--- config.mk ---
export PLATFORM = sky130hd
export DESIGN_NAME = fp_align_pipe
export DESIGN_NICKNAME = d
export VERILOG_FILES = /design/src/rtl/addpkg.sv /design/src/rtl/align_shift_level.sv /design/src/rtl/fp_align_pipe.sv
export SDC_FILE = /design/constraint.sdc
export NUM_CORES = 1
export LEC_CHECK = 0
export ABC_AREA = 1
export CORE_ASPECT_RATIO = 1.5
export CORE_MARGIN = 5
export CORE_UTILIZATION = 53
export CTS_BUF_LIST = sky130_fd_sc_hd__clkbuf_4 sky130_fd_sc_hd__clkbuf_8
export DETAILED_ROUTE_END_ITERATION = 8
export PLACE_DENSITY = 0.92
export SLEW_MARGIN = 40
export SYNTH_ARGS = -nofsm -noshare
export SYNTH_HDL_FRONTEND = slang
export SYNTH_SLANG_ARGS = --single-unit
--- constraint.sdc ---
create_clock -name clk -period 2.9 [get_ports clk]
set_clock_uncertainty 0.05 [all_clocks]
set_input_delay 0.58 -clock clk [delete_from_list [all_inputs] [get_ports clk]]
set_output_delay 0.58 -clock clk [all_outputs]
set_load 0.02 [all_outputs]
--- src/rtl/addpkg.sv ---
// Shared constants, stage record layout and level-split helper for the FP alignment shifter.
package addpkg;

    localparam int unsigned SIG_W_DEF = 27;
    localparam int unsigned EXP_W_DEF = 8;
    localparam int unsigned TAG_W_DEF = 4;
    localparam int unsigned LVL_DEF   = $clog2(SIG_W_DEF);

    // Per-stage register contents for the default configuration.
    typedef struct packed {
        logic                 valid;
        logic [SIG_W_DEF-1:0] sig1;
        logic [SIG_W_DEF-1:0] partial;
        logic                 sticky;
        logic [LVL_DEF-1:0]   shift;
        logic [TAG_W_DEF-1:0] tag;
    } align_stage_t;

    // First shift level handled by stage s: ceil(s*lvl/stages).
    function automatic int unsigned lvl_lo(input int unsigned s, input int unsigned lvl,
                                           input int unsigned stages);
        return (s * lvl + stages - 1) / stages;
    endfunction

endpackage

--- src/rtl/align_shift_level.sv ---
// One log-shifter level: optional right shift by AMT, collecting lost bits into sticky.
module align_shift_level #(
    parameter int unsigned SIG_W = 27,
    parameter int unsigned AMT   = 1
) (
    input  logic [SIG_W-1:0] data,
    input  logic             en,
    input  logic             sticky_in,
    output logic [SIG_W-1:0] data_out,
    output logic             sticky_out
);

    // Shift when enabled and OR any discarded low bits into the running sticky.
    always_comb begin
        data_out   = data;
        sticky_out = sticky_in;
        if (en) begin
            data_out   = data >> AMT;
            sticky_out = sticky_in | (|data[AMT-1:0]);
        end
    end

endmodule

--- src/rtl/fp_align_pipe.sv ---
// Pipelined significand alignment shifter with sticky collection, saturation and
// valid/ready flow control. Shift levels are spread evenly over STAGES registers.
module fp_align_pipe
    import addpkg::*;
#(
    parameter int unsigned SIG_W  = SIG_W_DEF,
    parameter int unsigned EXP_W  = EXP_W_DEF,
    parameter int unsigned STAGES = 1,
    parameter int unsigned TAG_W  = TAG_W_DEF
) (
    input  logic             clk,
    input  logic             reset,
    input  logic             in_valid,
    output logic             in_ready,
    input  logic [SIG_W-1:0] in_sig1,
    input  logic [SIG_W-1:0] in_sig2,
    input  logic [EXP_W-1:0] in_shift,
    input  logic [TAG_W-1:0] in_tag,
    output logic             out_valid,
    input  logic             out_ready,
    output logic [SIG_W-1:0] out_sig1,
    output logic [SIG_W-1:0] out_sig2_aligned,
    output logic             out_sticky,
    output logic [TAG_W-1:0] out_tag
);

    localparam int unsigned LVL = $clog2(SIG_W);

    typedef struct packed {
        logic             valid;
        logic [SIG_W-1:0] sig1;
        logic [SIG_W-1:0] partial;
        logic             sticky;
        logic [LVL-1:0]   shift;
        logic [TAG_W-1:0] tag;
    } stage_t;

    stage_t           pipe_q     [STAGES];
    logic             stg_valid  [STAGES];
    logic [SIG_W-1:0] stg_sig1   [STAGES];
    logic [SIG_W-1:0] stg_data   [STAGES];
    logic             stg_sticky [STAGES];
    logic [LVL-1:0]   stg_shift  [STAGES];
    logic [TAG_W-1:0] stg_tag    [STAGES];
    logic [SIG_W-1:0] lvl_data   [LVL];
    logic             lvl_sticky [LVL];
    logic             adv;
    logic             sat;
    logic             unused_last_shift;

    // The whole pipe moves together; it only stalls when the output is held.
    assign adv      = !pipe_q[STAGES-1].valid || out_ready;
    assign in_ready = adv;

    // Saturation looks at the full shift value, not just the LVL bits the shifter uses.
    assign sat = 32'(in_shift) >= SIG_W;

    for (genvar s = 0; s < STAGES; s++) begin : g_stage
        localparam int unsigned Lo = lvl_lo(s, LVL, STAGES);
        localparam int unsigned Hi = lvl_lo(s + 1, LVL, STAGES);

        stage_t stage_q;
        stage_t stage_d;
        logic   unused_shift_bits;

        if (s == 0) begin : g_head
            // A saturated request enters as zero with sticky already resolved and no shift left.
            assign stg_valid[s]  = in_valid;
            assign stg_sig1[s]   = in_sig1;
            assign stg_data[s]   = sat ? '0 : in_sig2;
            assign stg_sticky[s] = sat & (|in_sig2);
            assign stg_shift[s]  = sat ? '0 : in_shift[LVL-1:0];
            assign stg_tag[s]    = in_tag;
        end else begin : g_body
            assign stg_valid[s]  = pipe_q[s-1].valid;
            assign stg_sig1[s]   = pipe_q[s-1].sig1;
            assign stg_data[s]   = pipe_q[s-1].partial;
            assign stg_sticky[s] = pipe_q[s-1].sticky;
            assign stg_shift[s]  = pipe_q[s-1].shift;
            assign stg_tag[s]    = pipe_q[s-1].tag;
        end

        for (genvar k = Lo; k < Hi; k++) begin : g_lvl
            logic [SIG_W-1:0] din;
            logic             sin;

            if (k == Lo) begin : g_first
                assign din = stg_data[s];
                assign sin = stg_sticky[s];
            end else begin : g_chain
                assign din = lvl_data[k-1];
                assign sin = lvl_sticky[k-1];
            end

            align_shift_level #(
                .SIG_W (SIG_W),
                .AMT   (1 << k)
            ) u_level (
                .data       (din),
                .en         (stg_shift[s][k]),
                .sticky_in  (sin),
                .data_out   (lvl_data[k]),
                .sticky_out (lvl_sticky[k])
            );
        end

        // Load on advance (bubbles included), otherwise hold.
        always_comb begin
            stage_d = stage_q;
            if (adv) begin
                stage_d.valid   = stg_valid[s];
                stage_d.sig1    = stg_sig1[s];
                stage_d.partial = lvl_data[Hi-1];
                stage_d.sticky  = lvl_sticky[Hi-1];
                stage_d.shift   = stg_shift[s];
                stage_d.tag     = stg_tag[s];
            end
        end

        // Stage register; reset discards anything in flight.
        always_ff @(posedge clk or posedge reset) begin
            if (reset) begin
                stage_q <= '0;
            end else begin
                stage_q <= stage_d;
            end
        end

        assign pipe_q[s] = stage_q;
        // Shift bits consumed by earlier stages are carried but not needed here.
        assign unused_shift_bits = ^stg_shift[s];
    end

    assign unused_last_shift = ^pipe_q[STAGES-1].shift;

    assign out_valid        = pipe_q[STAGES-1].valid;
    assign out_sig1         = pipe_q[STAGES-1].sig1;
    assign out_sticky       = pipe_q[STAGES-1].sticky;
    assign out_sig2_aligned = pipe_q[STAGES-1].partial | {{(SIG_W-1){1'b0}}, pipe_q[STAGES-1].sticky};
    assign out_tag          = pipe_q[STAGES-1].tag;

endmodule

==> results of run 1 <==
-- flip-flops by register name, indices dropped and copies added, names as in the netlist --
| register | cells |
|---|---|
| out_sticky | 1 |
| out_sig1 | 27 |
| out_valid | 1 |
| g_stage.stage_q | 27 |
| out_tag | 4 |
-- cell usage after synthesis, drive strengths merged --
| master | count |
|---|---|
| a22oi | 3 |
| or2 | 1 |
| nand4 | 4 |
| nor3 | 3 |
| inv | 21 |
| nand3 | 144 |
| buf | 78 |
| dfrtp | 60 |
| o211ai | 7 |
| nor4 | 6 |
| a31oi | 4 |
| a21oi | 1 |
| clkinv | 2 |
| nand2 | 238 |
| o21ai | 16 |
| nor2 | 25 |
| o221ai | 1 |
| a22o | 8 |
| clkbuf | 10 |
-- cell families after synthesis --
logic type             Yosys count  share of synthesized area (%)
AOI/OAI and AO/OA               40                           6.00
and+or+nand+nor                421                           43.8
buffers and inverters          111                           16.1
DFF                             60                           34.1
-- layer usage --
layer | up-vias | global-route usage [%]
met4 | 0 | 14.8
met1 | 2077 | 27.6
met3 | 33 | 5.01
met2 | 227 | 45.1
met5 | - | 0
li1 | 2183 | -
-- stage by stage --
stage	hold WS [ns]	setup TNS (ns)	utilization [%]
floorplan	0.400	0	-
global placement	0.411	-0.00476	66.9
detailed placement	0.417	-0.0348	66.9
CTS	0.433	0	69.3
global route	0.449	0	69.3
finish	0.429	0	69.3
-- how the worst max path moves through the flow --
stage | start | endpoint | slack [ns] | cells past startpoint
detailed placement | in_shift[6] | out_sticky$_DFFE_PP0P_ | -0.03 | 17
global route | in_shift[6] | out_sticky$_DFFE_PP0P_ | 0.13 | 16
global placement | in_shift[7] | out_sticky$_DFFE_PP0P_ | -0.005 | 17
finish | in_shift[6] | out_sticky$_DFFE_PP0P_ | 0.23 | 15
CTS | in_shift[6] | out_sticky$_DFFE_PP0P_ | 0.32 | 17
floorplan | reset | g_stage[0].stage_q[10]$_DFFE_PP0P_ | 0.79 | 1
-- placed cells by master (no fill, tap or decap) --
cell	instances
nand2_1	233
nand3_1	131
clkdlybuf4s50_1	130
dfrtp_1	60
nor2_1	21
inv_1	16
o21ai_0	15
buf_4	14
nand3_2	13
clkbuf_8	10
a22o_1	8
o211ai_1	7
nor4_1	6
a31oi_1	4
nand4_1	4
nor2_4	3
inv_2	3
nand2_4	3
nor3_1	3
a22oi_1	3
clkinv_2	3
buf_12	3
clkinv_1	2
nand2_2	1
nand2_8	1
inv_6	1
nor2_8	1
inv_4	1
o221ai_1	1
o21ai_1	1
a21oi_1	1
or2_2	1
clkinvlp_4	1
bufinv_16	1
-- where the power goes --
| part | total [mW] | internal, mW | switching (mW) | leakage, nW |
|---|---|---|---|---|
| Combinational | 0.787 | 0.351 | 0.435 | 1.82 |
| Clock | 0.711 | 0.410 | 0.301 | 0.0979 |
| Sequential | 0.975 | 0.923 | 0.0513 | 0.747 |
| Total | 2.47 | 1.68 | 0.788 | 2.67 |
-- critical path, cell delays in order --
cell             delay [ns]
clkdlybuf4s50_1        0.40
inv_1                  0.05
nand2_1                0.07
nor2_4                 0.20
nand2_8                0.11
nor2_8                 0.32
nand3_1                0.22
nand3_1                0.21
nand2_1                0.12
nor2_1                 0.12
nand2_1                0.06
nor2_1                 0.16
nand2_1                0.08
nand2_1                0.06
nand2_1                0.05
-- area by class of cell --
type	count	area share [%]
multi-input cells	461	39.4
flip-flops and latches	60	26.9
repair buffers	147	26.3
clock buffers	10	2.46
well taps	105	2.35
inverters	23	1.68
clock inverters	5	0.941
==> impl_metrics.toml, run 1 <==
[outcome]
status = "complete, no violations"

[cts]
cts.path.max_buffers = 2
cts.clk_slew.worst_paths_ns = 0.06
clkLatencyLatePin_ns = 0.33
numCtsBuffers = 9
cts_tree = "done"
cts_setup_buffers = 0
root_buffer = "clkbuf_8"
htree_levels = 3
cts_sinks = 60
cts_hold_buffers = 0
cts_resized = 0

[sta]
grt_setup_unrepaired = "no"
setup-violations-final = 0
worst_slew_pin_slew_ns = 0.609
fmax_mhz = 375
fin_crit_ns = 2.67
drv_slew = 0
postLayoutSetupSlackWorst_ns = 0.231
finalCritPeriodShare_pct = 92.0
slew_headroom_pct = 59.3
hold_violations = 0

[synth]
avgSynthCellArea_sq_um = 6.97
yosys.area.top_type = "dfrtp_1"
netlist_area_sq_um = 4400
synth_fp_nets = 702
synth_cell_types = 32
yosys-top-cells-area = "dfrtp_1, nand2_1, nand3_1, buf_4, nand3_2"
synth-seq-cells = 60
yosysTopAreaCellShare_pct = 34.1
ys_seq_area_share_pct = 34.1
syn-instance-count = 632
yosysWarnings = 0

[global_routing]
grt_max_degree = 61
gr-usage-all-layers_pct = 25.2
antenna_found_initial = 0
overflow = 0
grt_pass1_vias = 4422
grt_pass1_wl_um = 20900

[finish]
multiInputGateArea_sq_um = 2200
finalNonFillerCells = 811
area_delta_synth_final_pct = 26.8
diodes = 0
stdcell_area_sq_um = 5580
fill_cells = 674
seq_area_sq_um = 1500
finalNetCount = 772
drive_gt1_share_pct = 8.50

[placed_design]
placedCellCount = 796
preCtsSetupSlack_ns = -0.0348
port_buffers = 130
gp_congestion = 0.932
dp_hpwl_um = 10200
placedInstanceArea_sq_um = 5390

[hold_path]
holdPathEnd = "out_tag[3]$_DFFE_PP0P_"
holdPathStages = 2
min-delay-start = "out_tag[3]$_DFFE_PP0P_"
hp-class = "reg2reg"

[route]
via_per_inst = 5.57
drc = 0
vias = 4520
routedWlPerCell_um = 15.9
wl_met2_um = 6460
postRouteAntennaNets = 0
highest_layer = "met4"
drtIter0Drc = 291
met1_length_um = 4830
met3_length_um = 1010
firstDrtPassIters = 5
totalWireLength_um = 12900

[die]
core_sq_um = 8060
die_h_um = 122
initial_core_util_pct = 54.6
die_w_um = 84.4
row_count = 40
boundaryPins = 131
die-area_sq_um = 10300

[worst_setup_path]
reg2reg_slack_ns = 1.03
crit_type = "in2reg"
crit_arrival_ns = 2.84
worstSetupStartpointType = "input port"
reg2reg_to = "g_stage[0].stage_q[10]$_DFFE_PP0P_"
cp_max_fo = 26
worstReg2RegStart = "out_valid$_DFFE_PP0P_"
crit_path_end_kind = "flop"
r2r_cells = 6
worst_ep_required_time_ns = 3.07

[power_and_ir_drop]
peakVddDrop_uv = 250
power.leakage_nw = 2.67
power_density_nw_per_um2 = 443
power_mw = 2.47

[run]
maxCapViolCount = 0
(Power assumes the default switching activity.)
==> run 2, diff against run 1 <==
CAP_MARGIN = 20   (was default)
==> results of run 2 <==
Same layout as run 1: the final DEF is identical, and so are final timing and power.
==> run 3, diff against run 2 <==
CAP_MARGIN = default   (was 20)
==> results of run 3 <==
Same layout as run 1: the final DEF is identical, and so are final timing and power.
